### config.mk
export PLATFORM = sky130hd
export DESIGN_NAME = ether_tx
export DESIGN_NICKNAME = d
export VERILOG_FILES = /design/src/rtl/ether_tx_pkg.sv /design/src/rtl/ether_tx_crc32_dibit.sv /design/src/rtl/ether_tx.sv
export SDC_FILE = /design/constraint.sdc
export NUM_CORES = 1
export LEC_CHECK = 0
export ABC_AREA = 1
export ABC_CLOCK_PERIOD_IN_PS = 5900
export BUFFER_PORTS_ARGS = -buffer_cell sky130_fd_sc_hd__clkbuf_2
export CORE_AREA = 2 2 98 100
export CTS_CLUSTER_SIZE = 24
export DETAILED_ROUTE_END_ITERATION = 16
export DIE_AREA = 0 0 100 102
export SKIP_CTS_REPAIR_TIMING = 1
export SYNTH_ARGS = -nofsm -noshare
export SYNTH_HDL_FRONTEND = slang
export SYNTH_HIERARCHICAL = 1
export SYNTH_SLANG_ARGS = --single-unit
### constraint.sdc
create_clock -name clk -period 5.9 [get_ports clk]
set_clock_uncertainty 0.2 [all_clocks]
set_input_delay 0.59 -clock clk [delete_from_list [all_inputs] [get_ports clk]]
set_output_delay 0.59 -clock clk [all_outputs]
set_load 0.02 [all_outputs]
### src/rtl/ether_tx_pkg.sv
// Shared types and constants for the RMII Ethernet frame transmitter.
package ether_tx_pkg;

    typedef enum logic [2:0] {
        ST_IDLE,
        ST_PREAMBLE,
        ST_SFD,
        ST_HEADER,
        ST_PAYLOAD,
        ST_FCS,
        ST_IFG
    } tx_state_e;

    localparam int unsigned PREAMBLE_DIBITS = 28;
    localparam int unsigned HEADER_BYTES    = 14;
    localparam int unsigned FCS_DIBITS      = 16;
    localparam int unsigned IFG_CYCLES      = 48;
    localparam int unsigned BYTE_W          = 11;

    localparam logic [7:0]  PREAMBLE_BYTE   = 8'h55;
    localparam logic [7:0]  SFD_BYTE        = 8'hD5;
    localparam logic [31:0] CRC_POLY        = 32'hEDB88320;
    localparam logic [31:0] CRC_INIT        = 32'hFFFFFFFF;

endpackage

### src/rtl/ether_tx_crc32_dibit.sv
// Reflected CRC-32 register advanced two bits per enabled cycle, din[0] first.
module crc32_dibit
    import ether_tx_pkg::*;
(
    input  logic        clk,
    input  logic        rst_n,
    input  logic        init,
    input  logic        en,
    input  logic [1:0]  din,
    output logic [31:0] crc
);

    logic [31:0] crc_q;
    logic [31:0] crc_d;
    logic [31:0] step;

    always_comb begin
        step = crc_q;
        for (int i = 0; i < 2; i++) begin
            step = (step >> 1) ^ (CRC_POLY & {32{step[0] ^ din[i]}});
        end
        crc_d = crc_q;
        if (init) begin
            crc_d = CRC_INIT;
        end else if (en) begin
            crc_d = step;
        end
    end

    always_ff @(posedge clk or negedge rst_n) begin
        if (!rst_n) begin
            crc_q <= CRC_INIT;
        end else begin
            crc_q <= crc_d;
        end
    end

    assign crc = crc_q;

endmodule

### src/rtl/ether_tx.sv
// RMII Ethernet II transmitter: preamble, SFD, fixed header, streamed payload, FCS, IFG.
module ether_tx
    import ether_tx_pkg::*;
#(
    parameter logic [47:0] DST_MAC       = 48'hFF_FF_FF_FF_FF_FF,
    parameter logic [47:0] SRC_MAC       = 48'h42_42_42_42_42_42,
    parameter logic [15:0] ETHERTYPE     = 16'h0800,
    parameter int unsigned PAYLOAD_BYTES = 46
) (
    input  logic       clk,
    input  logic       rst_n,
    input  logic       axiiv,
    input  logic [7:0] axiid,
    output logic       axiir,
    output logic       txen,
    output logic [1:0] txd,
    output logic       busy,
    output logic       underrun
);

    localparam logic [111:0] HDR = {DST_MAC, SRC_MAC, ETHERTYPE};

    tx_state_e         state_q, state_d, next_st;
    logic [BYTE_W-1:0] byte_q, byte_d, last_byte;
    logic [1:0]        dibit_q, dibit_d;
    logic [7:0]        data_q, data_d;
    logic [7:0]        next_byte;
    logic [3:0]        hdr_idx;
    logic [31:0]       crc;
    logic [31:0]       fcs;
    logic              txen_d, busy_d, underrun_d;
    logic [1:0]        txd_d;
    logic              crc_init_c, crc_en_c;

    // Length and successor of every timed state.
    always_comb begin
        last_byte = '0;
        next_st   = ST_IDLE;
        unique case (state_q)
            ST_PREAMBLE: begin last_byte = BYTE_W'(PREAMBLE_DIBITS / 4 - 1); next_st = ST_SFD;     end
            ST_SFD:      begin last_byte = '0;                               next_st = ST_HEADER;  end
            ST_HEADER:   begin last_byte = BYTE_W'(HEADER_BYTES - 1);        next_st = ST_PAYLOAD; end
            ST_PAYLOAD:  begin last_byte = BYTE_W'(PAYLOAD_BYTES - 1);       next_st = ST_FCS;     end
            ST_FCS:      begin last_byte = BYTE_W'(FCS_DIBITS / 4 - 1);      next_st = ST_IFG;     end
            ST_IFG:      begin last_byte = BYTE_W'(IFG_CYCLES / 4 - 1);      next_st = ST_IDLE;    end
            default:     ;
        endcase
    end

    // Position sequencing: the IFG is counted in the same byte/dibit units.
    always_comb begin
        state_d = state_q;
        byte_d  = byte_q;
        dibit_d = dibit_q;
        if (state_q == ST_IDLE) begin
            if (axiiv) begin
                state_d = ST_PREAMBLE;
                byte_d  = '0;
                dibit_d = '0;
            end
        end else if (dibit_q == 2'd3 && byte_q == last_byte) begin
            state_d = next_st;
            byte_d  = '0;
            dibit_d = '0;
        end else begin
            dibit_d = dibit_q + 2'd1;
            if (dibit_q == 2'd3) begin
                byte_d = byte_q + BYTE_W'(1);
            end
        end
    end

    assign axiir = (dibit_q == 2'd3) &&
                   ((state_q == ST_HEADER  && byte_q == BYTE_W'(HEADER_BYTES - 1)) ||
                    (state_q == ST_PAYLOAD && byte_q != BYTE_W'(PAYLOAD_BYTES - 1)));

    assign data_d = axiir ? (axiiv ? axiid : 8'h00) : data_q;
    assign fcs    = ~crc;

    // Byte whose dibit goes on the wire next cycle.
    always_comb begin
        next_byte = 8'h00;
        hdr_idx   = 4'(HEADER_BYTES - 1) - byte_d[3:0];
        unique case (state_d)
            ST_PREAMBLE: next_byte = PREAMBLE_BYTE;
            ST_SFD:      next_byte = SFD_BYTE;
            ST_HEADER:   next_byte = HDR[{hdr_idx, 3'b000} +: 8];
            ST_PAYLOAD:  next_byte = data_d;
            ST_FCS:      next_byte = fcs[{byte_d[1:0], 3'b000} +: 8];
            default:     next_byte = 8'h00;
        endcase
    end

    always_comb begin
        txen_d     = (state_d != ST_IDLE) && (state_d != ST_IFG);
        busy_d     = (state_d != ST_IDLE);
        underrun_d = axiir && !axiiv;
        txd_d      = txen_d ? next_byte[{dibit_d, 1'b0} +: 2] : 2'b00;
        crc_init_c = (state_q == ST_PREAMBLE);
        crc_en_c   = (state_d == ST_HEADER) || (state_d == ST_PAYLOAD);
    end

    crc32_dibit u_crc (
        .clk   (clk),
        .rst_n (rst_n),
        .init  (crc_init_c),
        .en    (crc_en_c),
        .din   (txd_d),
        .crc   (crc)
    );

    always_ff @(posedge clk or negedge rst_n) begin
        if (!rst_n) begin
            state_q  <= ST_IDLE;
            byte_q   <= '0;
            dibit_q  <= '0;
            data_q   <= '0;
            txen     <= 1'b0;
            txd      <= 2'b00;
            busy     <= 1'b0;
            underrun <= 1'b0;
        end else begin
            state_q  <= state_d;
            byte_q   <= byte_d;
            dibit_q  <= dibit_d;
            data_q   <= data_d;
            txen     <= txen_d;
            txd      <= txd_d;
            busy     <= busy_d;
            underrun <= underrun_d;
        end
    end

endmodule

==> results by group, run 1 <==
Finish
  • Area grow syn2layout: 8.69%
  • Antenna diodes: 0
  • Fraction of layout cells with a size suffix above 1: between 10% and 20%
  • Final Core Density: 50.0%
  • Final nets: 632

Route
  • WL/cell: 13.9 µm
  • DRC: 0
  • Via count: roughly 3800
  • Post-DR vias/cell: 5.23
  • WL final: 10.2 mm
  • Router iterations before antenna repair: 5
  • DRT antenna net count: 0
  • Violation count after the first detailed-route iteration: 246

Hold path
  • Worst min path class: input port to asynchronous set/reset pin

Floorplan
  • Die width: 100 µm
  • Die Y: 102 µm
  • Core area: 0.00911 mm²
  • # rows: 35
  • Die footprint: a little over 0.01 mm²
  • I/O pin count: 17
  • Initial core utilization: 46.0%

Critical path
  • CP Launch Point: state_q[0]$_DFF_PN0_
  • Critical Path Sink Type: register
  • Critical path type: register to register
  • WP buf/inv: 2
  • CP Depth: 20
  • Critical path required time: 5.98 ns
  • Crit path top cell by count: nand2_1
  • Critical path, cell by cell: nor2_2 -> nand2_1 -> nor2_1 -> nand2_1 -> nand2_4 -> nand2_1 -> nand2_1 -> nand2_1 -> nand2_1 -> nor2_1 -> nor2_1 -> nand3_1 -> nand3_1 -> nand2_1 -> xnor2_2 -> inv_2 -> nand2_1 -> nand3_1 -> o21ai_1 -> inv_1
  • Worst reg2reg path depth: 20
  • CP top delay family: simple AND/OR/NAND/NOR gates
  • Launching point of the worst reg2reg path: state_q[0]$_DFF_PN0_
  • Crit start category: register
  • Worst endpoint data arrival time: 4.44 ns
  • Crit-path slowest cell: xnor2_2
  • Critical-path maximum fanout: 18
  • Slowest stage delay, CP: between 0.6 and 0.7 ns

CTS
  • CTS Buf Count: 9
  • Root Driver: clkbuf_8
  • Reg clk slew, reported paths: approximately 0.07 ns
  • Clock sink count: 61
  • H-tree lvl count: 3
  • Clock tree from TritonCTS: done
  • Worst skew pair latency: 0.35 ns
  • Bufs on Longest Clock Path: 2

Timing
  • Max-slew violation count: 0
  • Worst-margin pin slew: 0.840 ns
  • Max Freq: roughly 230 MHz
  • Tcrit/Tclk final: about three quarters
  • Hold violation count in the final report: 0
  • Min cycle time layout: 4.36 ns
  • Slew headroom: a little over two fifths
  • RSZ-0062 raised after global routing: false
  • Setup violators final: 0
  • Setup TNS: 0 ns

Logic synthesis
  • Mean Syn Cell Area: 6.99 µm²
  • Post-Syn Instances: 600
  • Synth async-reset ratio: 100%
  • Synth cell count leaders: nand2_1 (179), nand3_1 (94), inv_1 (78), nor2_1 (49), dfstp_2 (32)
  • Cell taking the most area after synthesis: dfstp_2
  • Mapped Area: ~0.0042 mm²
  • Sequential share of the synthesized area: a little under two fifths
  • Top cells by area, synth: dfstp_2 (20%), dfrtp_1 (17%), nand2_1 (16%)
  • Most frequent cell after synthesis: nand2_1
  • Ys Warns: 6
  • Unique masters post-synth: 35
  • Post-synth EDFFs: 0
  • Area share of the largest cell type after synthesis: 20.1%
  • #FFs+latches synth: 61
  • Top_reg_cell synth: dfstp_2
  • Synth Net Count: 617

Place
  • Final HPWL DP: roughly 7.5 mm
  • RD Place Congestion: between 0.8 and 0.9
  • I/O Buffers: 16

Power and ir drop
  • Peak supply drop: approximately 0.00023 V
  • Leakage: 2.35 nW
  • P per Cell Area: 465 mW/mm²

Global route
  • Total GRT Usage: a little over a fifth
  • GRT met3 Usage: 4.04%
  • Largest net degree at the start of global routing: 62
  • Initial antenna violation count: 0
  • First-pass GRT wire length: 17.4 mm
  • GRT busiest layer: met2
  • Vias in the first global route: 3608
  • Met1 usage: 29.7%
  • Grt met2 use: 35.1%
  • GRT overflow: 0

Outcome
  • Outcome: completed

Flow run
  • Max-Cap Viols: 0
==> worst reg2reg max path, stage by stage (launching register included) <==
cell	delay [ns]
dfrtp_1	0.45
nor2_2	0.20
nand2_1	0.30
nor2_1	0.36
nand2_1	0.46
nand2_4	0.36
nand2_1	0.09
nand2_1	0.08
nand2_1	0.05
nand2_1	0.08
nor2_1	0.05
nor2_1	0.08
nand3_1	0.07
nand3_1	0.08
nand2_1	0.11
xnor2_2	0.69
inv_2	0.25
nand2_1	0.12
nand3_1	0.07
o21ai_1	0.09
inv_1	0.06
==> registers in the layout, indices dropped and copies added (netlist names) <==
| register | flops |
|---|---|
| dibit_q | 2 |
| u_crc/crc | 32 |
| txen | 1 |
| txd | 2 |
| underrun | 1 |
| byte_q | 11 |
| data_q | 8 |
| busy | 1 |
| state_q | 3 |
==> final timing paths <==
path | end | slack [ns]
min reg2reg | u_crc/crc[1]$_DFFE_PN1P_ | 0.29
max in group asynchronous | byte_q[8]$_DFFE_PN0P_ | 4.79
max reg2reg | u_crc/crc[15]$_DFFE_PN1P_ | 1.54
min | dibit_q[0]$_DFF_PN0_ | 0.21
max | u_crc/crc[15]$_DFFE_PN1P_ | 1.54
min in group clk | u_crc/crc[1]$_DFFE_PN1P_ | 0.29
==> metal layers <==
metal | vias up | wire [µm] | part of all wire, %
li1 | 1943 | - | -
met1 | 1774 | 4930 | 48
met2 | 90 | 4760 | 47
met3 | 13 | 361 | 3.5
met4 | 0 | 140 | 1.4
met5 | - | 0 | 0
==> through the flow <==
stage	power (W)	worst slack [ns]	instance area, µm²	cells	hold slack [ns]
finish	0.00212	1.54	4560	731	0.211
global route	0.00231	1.07	4560	731	0.282
CTS	0.00214	1.60	4560	731	0.241
detailed placement	0.00170	1.62	4330	715	0.284
global placement	0.00168	1.65	4330	715	0.277
floorplan	0.00148	2.66	4190	600	0.0944
==> placed cells by master (no fill, tap or decap), types with 3 or more instances in the layout <==
master,count
nand2_1,179
nand3_1,94
inv_1,78
nor2_1,49
dfstp_2,32
dfrtp_1,29
o21ai_0,25
clkbuf_2,16
nand2_2,13
a21oi_1,12
clkbuf_8,11
inv_2,10
xor2_1,6
nor3_1,6
ha_1,6
a22oi_1,6
nand3_2,5
nand4_1,5
o22ai_1,5
nor2_4,4
o21ai_1,4
nand3b_1,3
nor2_8,3
==> cell type report <==
class	count	area (µm²)
multi-input cells	438	2210
clock inverters	4	70.1
inverters	88	330
well taps	111	139
repair buffers	17	87.6
fillers	934	4550
flip-flops and latches	61	1570
clock buffers	12	155
==> logic make-up (layout without fill, tap and decap cells) <==
group | count (synthesis) | in the layout | synth area share (%)
simple gates | 369 | 369 | 41.6
xor+xnor | 7 | 7 | 1.64
flops | 61 | 61 | 37.4
compound gates | 56 | 56 | 7.58
buf+inv | 101 | 121 | 9.97
fa+ha+maj | 6 | 6 | 1.79
==> power breakdown <==
| part | internal, W | leakage (nW) | switching [W] | total [W] |
|---|---|---|---|---|
| clock | 0.000260 | 0.116 | 0.000164 | 0.000423 |
| combinational | 0.000325 | 1.53 | 0.000789 | 0.00111 |
| sequential | 0.000518 | 0.698 | 0.0000613 | 0.000579 |
| total | 0.00110 | 2.35 | 0.00101 | 0.00212 |
(Power assumes the default switching activity.)
==> run 2: changes to the inputs <==
--- a/config.mk
+++ b/config.mk
@@ -6,7 +6,7 @@
 export NUM_CORES = 1
 export LEC_CHECK = 0
 export ABC_AREA = 1
-export ABC_CLOCK_PERIOD_IN_PS = 5900
+export ABC_CLOCK_PERIOD_IN_PS = 3600
 export BUFFER_PORTS_ARGS = -buffer_cell sky130_fd_sc_hd__clkbuf_2
 export CORE_AREA = 2 2 98 100
 export CTS_CLUSTER_SIZE = 24
==> constraint.sdc (replaced) <==
create_clock -name clk -period 3.6 [get_ports clk]
set_clock_uncertainty 0.2 [all_clocks]
set_input_delay 0.36 -clock clk [delete_from_list [all_inputs] [get_ports clk]]
set_output_delay 0.36 -clock clk [all_outputs]
set_load 0.02 [all_outputs]
==> run 2 against run 1 <==
First-iteration DRC count down 27%. Routed wire length up 6.4%. Fmax up 29%. Critical path type unchanged. Critical path depth up 10. Highest routed layer unchanged. Sequential power up 64%. Non-clock buffer count up 35.
==> results by group, run 2 (same netlist as run 1, synthesis figures left out) <==
Global route
  • GRT overflow: 0 (unchanged)
  • Vias in the first global route: 3706 (+2.7%)
  • Largest net degree at the start of global routing: 33 (-47%)
  • Total GRT Usage: 22.4% (+0.75 points)
  • First-pass GRT wire length: 17.9 mm (+2.5%)
  • Initial antenna violation count: 0 (unchanged)

Place
  • Final HPWL DP: 7.70 mm (+3.0%)
  • I/O Buffers: 16 (unchanged)
  • RD Place Congestion: 0.908 (+5.4%)

Critical path
  • Setup slack, reg-to-reg: 0.22 ns (-1.32 ns)
  • Slowest stage delay, CP: 0.47 ns (-0.22 ns)
  • Critical Path Sink Type: register
  • WP buf/inv: 7 (+5)
  • CP top delay family: simple AND/OR/NAND/NOR gates
  • Critical-path maximum fanout: 6 (-12)
  • Critical path type: register to register
  • Critical path required time: 3.70 ns (-2.28 ns)
  • Crit path top cell by count: nand2_1
  • Worst endpoint data arrival time: 3.48 ns (-0.96 ns)
  • Crit start category: register
  • Crit-path slowest cell: dfrtp_2

CTS
  • Worst skew pair latency: 0.35 ns (about the same)
  • Clock tree from TritonCTS: done
  • H-tree lvl count: 3 (unchanged)
  • CTS Buf Count: 9 (unchanged)
  • Bufs on Longest Clock Path: 2 (unchanged)
  • Reg clk slew, reported paths: 0.08 ns (about the same)
  • Root Driver: clkbuf_8
  • Clock sink count: 61 (unchanged)

Finish
  • Final-layout fill cell count: 864 (-7.5%)
  • Fraction of layout cells with a size suffix above 1: 28.9% (+11 points)
  • Final nets: 667 (+5.5%)
  • Area grow syn2layout: 21.1%
  • Most frequent cells in the layout: nand2_1 (163), nand3_1 (81), inv_1 (73)
  • Number of flip-flops in the largest register: 32 (unchanged)
  • Most common cell after layout, fill and taps aside: nand2_1
  • Final Core Density: 55.7% (+5.7 points)
  • Antenna diodes: 0 (unchanged)

Power and ir drop
  • Peak supply drop: 0.000318 V (+40%)
  • P per Cell Area: 773 mW/mm² (+66%)
  • Leakage: 2.56 nW (+9.3%)

Route
  • Via count: 3964 (+3.8%)
  • Router iterations before antenna repair: 5 (unchanged)
  • WL final: 10.8 mm (+6.4%)
  • Violation count after the first detailed-route iteration: 180 (-27%)
  • WL/cell: 14.2 µm (+1.5%)
  • DRC: 0 (unchanged)
  • Post-DR vias/cell: 5.17 (-0.97%)
  • DRT antenna net count: 0 (unchanged)

Floorplan
  • # rows: 35 (unchanged)
  • Die footprint: 0.0102 mm² (unchanged)
  • Die width: 100 µm (unchanged)
  • Core area: 0.00911 mm² (unchanged)
  • Die Y: 102 µm (unchanged)
  • Initial core utilization: 46.0% (unchanged)
  • I/O pin count: 17 (unchanged)

Timing
  • Worst-margin pin slew: 0.805 ns (-0.0345 ns)
  • RSZ-0062 raised after global routing: true
  • Setup violators final: 0 (unchanged)
  • Setup TNS: 0 ns (unchanged)
  • Max Freq: 296 MHz (+29%)
  • Tcrit/Tclk final: 93.8% (+20 points)
  • Hold violation count in the final report: 0 (unchanged)
  • Slew headroom: 46.3% (+2.6 points)
  • Max-slew violation count: 0 (unchanged)
  • Min cycle time layout: 3.38 ns (-0.979 ns)

Flow run
  • Max-Cap Viols: 0 (unchanged)

Outcome
  • Outcome: completed

Hold path
  • Worst min path class: input port to register
run 2: changes by cell type in the layout (fill, tap and decap cells not counted), moves of 4 or more:
cell,previous run,this run
buf_4,1,29
buf_6,0,4
inv_1,78,73
inv_2,10,14
nand2_1,179,163
nand2_2,13,23
nand2_4,2,8
nand3_1,94,81
nand3_2,5,15
nor2_1,49,44
run 2: power by group:
| group | switching [W] | internal [W] |
|---|---|---|
| clock | 0.000301 | 0.000393 |
| sequential | 0.000102 | 0.000850 |
| combinational | 0.00147 | 0.000809 |
| total | 0.00187 | 0.00205 |
run 2: layout make-up:
cell class	count	area (µm²)	area share (%)
well taps	111	139	2.74
clock buffers	9	124	2.44
flip-flops and latches	61	1570	30.9
clock inverters	7	98.8	1.95
multi-input cells	438	2420	47.6
inverters	88	333	6.56
repair buffers	52	393	7.74
run 2: final timing paths:
check | depth (start not counted) | to | start
worst max-delay path | 30 | u_crc/crc[26]$_DFFE_PN1P_ | state_q[2]$_DFF_PN0_
worst min-delay path | 3 | data_q[3]$_DFF_PN0_ | axiid[3]
worst max register to register | 30 | u_crc/crc[26]$_DFFE_PN1P_ | state_q[2]$_DFF_PN0_
worst min register to register | 2 | u_crc/crc[1]$_DFFE_PN1P_ | u_crc/crc[3]$_DFFE_PN1P_
max in group asynchronous | 3 | u_crc/crc[30]$_DFFE_PN1P_ | rst_n
min in group asynchronous | 2 | dibit_q[1]$_DFF_PN0_ | rst_n
run 2: worst reg2reg max path: cells and delay by family (launching register included):
| family | cells | cell delay, ns |
|---|---|---|
| fa+ha+maj | 1 | 0.17 |
| compound gates | 1 | 0.15 |
| simple gates | 21 | 1.75 |
| flops | 1 | 0.47 |
| buf+inv | 7 | 0.61 |
run 2: per-stage QoR:
| step | cells | cell area, µm² | worst slack [ns] | hold slack (ns) | power [W] |
|---|---|---|---|---|---|
| floorplan | 600 | 4190 | 0.359 | -0.136 | 0.00242 |
| global placement | 740 | 4530 | 0.0391 | 0.278 | 0.00289 |
| detailed placement | 740 | 4530 | -0.0943 | 0.281 | 0.00292 |
| CTS | 756 | 4750 | -0.129 | -0.0990 | 0.00363 |
| global route | 766 | 5080 | -0.0595 | 0.0998 | 0.00425 |
| finish | 766 | 5080 | 0.223 | 0.0971 | 0.00392 |
run 2: per-layer routing:
metal	GRT usage (%)	up-vias	part of all wire, %
li1	-	2025	-
met1	30.6	1852	48
met2	36.3	75	47
met3	3.83	12	3.4
met4	7.59	0	1.4
met5	0	-	0
==> run 3: changes to the inputs <==
--- a/config.mk
+++ b/config.mk
@@ -7,11 +7,13 @@
 export LEC_CHECK = 0
 export ABC_AREA = 1
 export ABC_CLOCK_PERIOD_IN_PS = 3600
-export BUFFER_PORTS_ARGS = -buffer_cell sky130_fd_sc_hd__clkbuf_2
 export CORE_AREA = 2 2 98 100
 export CTS_CLUSTER_SIZE = 24
 export DETAILED_ROUTE_END_ITERATION = 16
 export DIE_AREA = 0 0 100 102
+export DONT_BUFFER_PORTS = 1
+export MAX_ROUTING_LAYER = met4
+export REMOVE_ABC_BUFFERS = 1
 export SKIP_CTS_REPAIR_TIMING = 1
 export SYNTH_ARGS = -nofsm -noshare
 export SYNTH_HDL_FRONTEND = slang
==> run 3 against run 2 <==
Fmax is 1.0% lower. Register-to-register slack worse by 0.04 ns. Design area is 1.3% lower. Clock power is 12% lower. Critical path depth is 4 lower. Critical endpoint is now u_crc/crc[15]$_DFFE_PN1P_.
==> results by group, run 3 (same netlist as run 1, synthesis figures left out) <==
CTS
  • CTS Buf Count: 9 (unchanged)
  • Root Driver: clkbuf_8
  • Clock tree from TritonCTS: done
  • Clock sink count: 61 (unchanged)
  • Reg clk slew, reported paths: 0.07 ns (about the same)
  • Bufs on Longest Clock Path: 2 (unchanged)
  • H-tree lvl count: 3 (unchanged)
  • Worst skew pair latency: 0.35 ns (about the same)

Critical path
  • Launching point of the worst reg2reg path: state_q[1]$_DFF_PN0_
  • Slowest stage delay, CP: 0.46 ns (about the same)
  • Critical Path Sink Type: register
  • Setup slack, reg-to-reg: 0.19 ns (-0.04 ns)
  • CP top delay family: simple AND/OR/NAND/NOR gates
  • Crit-path slowest cell: dfrtp_2
  • CP Launch Point: state_q[1]$_DFF_PN0_
  • Crit start category: register
  • Crit path top cell by count: nand2_2
  • Critical-path maximum fanout: 8 (+2)
  • Worst endpoint data arrival time: 3.50 ns (+0.02 ns)
  • Critical path type: register to register
  • WP buf/inv: 4 (-3)
  • Critical path required time: 3.69 ns (about the same)

Place
  • RD Place Congestion: 0.852 (-6.1%)
  • Final HPWL DP: 7.68 mm (-0.33%)
  • Post-place setup slack: -0.0433 ns (+0.0510 ns)
  • I/O Buffers: 0 (-16)

Route
  • WL/cell: 14.6 µm (+2.8%)
  • Violation count after the first detailed-route iteration: 164 (-8.9%)
  • Post-DR vias/cell: 5.24 (+1.3%)
  • DRT antenna net count: 0 (unchanged)
  • Router iterations before antenna repair: 4 (-1)
  • WL final: 11.0 mm (+1.8%)
  • Via count: 3974 (+0.25%)
  • DRC: 0 (unchanged)

Hold path
  • Worst hold start: axiiv
  • Worst min path class: input port to register

Timing
  • Worst Slack Setup Final: 0.187 ns (-0.0356 ns)
  • Worst-margin pin slew: 0.624 ns (-0.181 ns)
  • Max Freq: 293 MHz (-1.0%)
  • Setup violators final: 0 (unchanged)
  • Max-slew violation count: 0 (unchanged)
  • Slew headroom: 58.3% (+12 points)
  • Hold violation count in the final report: 0 (unchanged)
  • Tcrit/Tclk final: 94.8% (+0.99 points)
  • Min cycle time layout: 3.41 ns (+0.0356 ns)

Floorplan
  • Core area: 0.00911 mm² (unchanged)
  • # rows: 35 (unchanged)
  • Die width: 100 µm (unchanged)
  • Die Y: 102 µm (unchanged)
  • Die footprint: 0.0102 mm² (unchanged)
  • I/O pin count: 17 (unchanged)
  • Initial core utilization: 46.0% (unchanged)

Finish
  • Register area: 0.00157 mm² (unchanged)
  • Multi-input gate area: 0.00238 mm² (-1.5%)
  • Antenna diodes: 0 (unchanged)
  • Final-layout fill cell count: 892 (+3.2%)
  • Most frequent cells in the layout: nand2_1 (164), nand3_1 (87), inv_1 (74)
  • Area grow syn2layout: 19.6%
  • Fraction of layout cells with a size suffix above 1: 26.1% (-2.7 points)
  • Number of flip-flops in the largest register: 32 (unchanged)
  • Final nets: 659 (-1.2%)
  • Most common cell after layout, fill and taps aside: nand2_1
  • Final Core Density: 55.0% (-0.71 points)

Power and ir drop
  • Peak supply drop: 0.000384 V (+21%)
  • Sw Ratio: 47.9% (+0.20 points)
  • P per Cell Area: 769 mW/mm² (-0.60%)
  • Clk pwr share: 15.9% (-1.8 points)
  • Sequential share of power: 25.4% (+1.1 points)
  • Leakage: 2.53 nW (-1.5%)
  • Switching pwr: 0.00185 W (-1.5%)
  • Combinational power share: 58.7% (+0.6 points)
  • Internal power: 0.00201 W (-2.3%)

Global route
  • Initial antenna violation count: 0 (unchanged)
  • Total GRT Usage: 22.6% (+0.27 points)
  • First-pass GRT wire length: 17.6 mm (-1.5%)
  • Vias in the first global route: 3611 (-2.6%)
  • Largest net degree at the start of global routing: 62 (+88%)
  • GRT overflow: 0 (unchanged)

Outcome
  • Outcome: completed

Flow run
  • Max-Cap Viols: 0 (unchanged)
==> run 3: cell count changes in the layout (fill, tap and decap cells not counted), sizes merged <==
cell / before / now
dlygate4sd3: 1 / 2
buf: 35 / 42
inv: 89 / 88
clkbuf: 25 / 12
clkinv: 3 / 2
bufinv: 2 / 1
==> run 3: per-layer routing <==
layer  track usage (%)  vias up  share of wire, %
li1                  -     1996                 -
met1              29.3     1884                48
met2              35.9       77                47
met3              3.83       17               3.5
met4              8.54        0               1.6
met5                 -        -                 0
==> run 3: worst register-to-register path, stage by stage, from the launching register on <==
cell and delay, ns:
dfrtp_2 0.46, nor2_4 0.16, nand2_4 0.11, nand2_2 0.10
nand2_2 0.05, nand2_2 0.07, nand2_1 0.06, nor2_1 0.11
nand3_1 0.12, nand3b_1 0.12, nand2_1 0.09, ha_2 0.20
nand2_1 0.12, nand2_2 0.08, nand2_2 0.07, inv_2 0.04
buf_4 0.12, o21ai_1 0.11, nand3_1 0.08, nand3_1 0.09
nand2_2 0.10, xnor2_4 0.26, buf_2 0.21, nand2_1 0.06
nand3_1 0.07, o21ai_1 0.06, inv_1 0.06
==> run 3: power by group through the flow <==
stage | Combinational (W) | Sequential (W) | Clock, W
floorplan | 0.00138 | 0.000953 | 0
global placement | 0.00188 | 0.000981 | 0
detailed placement | 0.00190 | 0.000984 | 0
CTS | 0.00191 | 0.000973 | 0.000629
global route | 0.00251 | 0.000993 | 0.000662
finish | 0.00226 | 0.000978 | 0.000612
==> run 3: final timing paths <==
path	to	cells after the start
worst max-delay path	u_crc/crc[15]$_DFFE_PN1P_	26
worst min-delay path	data_q[0]$_DFF_PN0_	2
worst max register to register	u_crc/crc[15]$_DFFE_PN1P_	26
worst min register to register	u_crc/crc[13]$_DFFE_PN1P_	2
max in group asynchronous	u_crc/crc[9]$_DFFE_PN1P_	2
min in group asynchronous	byte_q[3]$_DFF_PN0_	2
==> run 3: layout make-up <==
type	instances	area share [%]
inverter	88	6.74
sequential	61	31.3
clock buffer	12	2.90
multi-input combinational	438	47.5
timing repair buffer	44	7.77
tap	111	2.77
clock inverter	4	0.949
==> run 3: through the flow <==
stage / TNS (ns) / total power, W / cell area, µm² / instances / hold slack (ns)
2_1_floorplan: 0 / 0.00233 / 4100 / 587 / -0.136
3_3_place_gp: 0 / 0.00286 / 4440 / 723 / -0.133
3_5_place_dp: -0.0453 / 0.00288 / 4440 / 723 / -0.133
4_1_cts: -0.168 / 0.00351 / 4640 / 739 / -0.508
5_1_grt: -0.569 / 0.00417 / 5010 / 758 / 0.0113
6_report: 0 / 0.00385 / 5010 / 758 / 0.00943
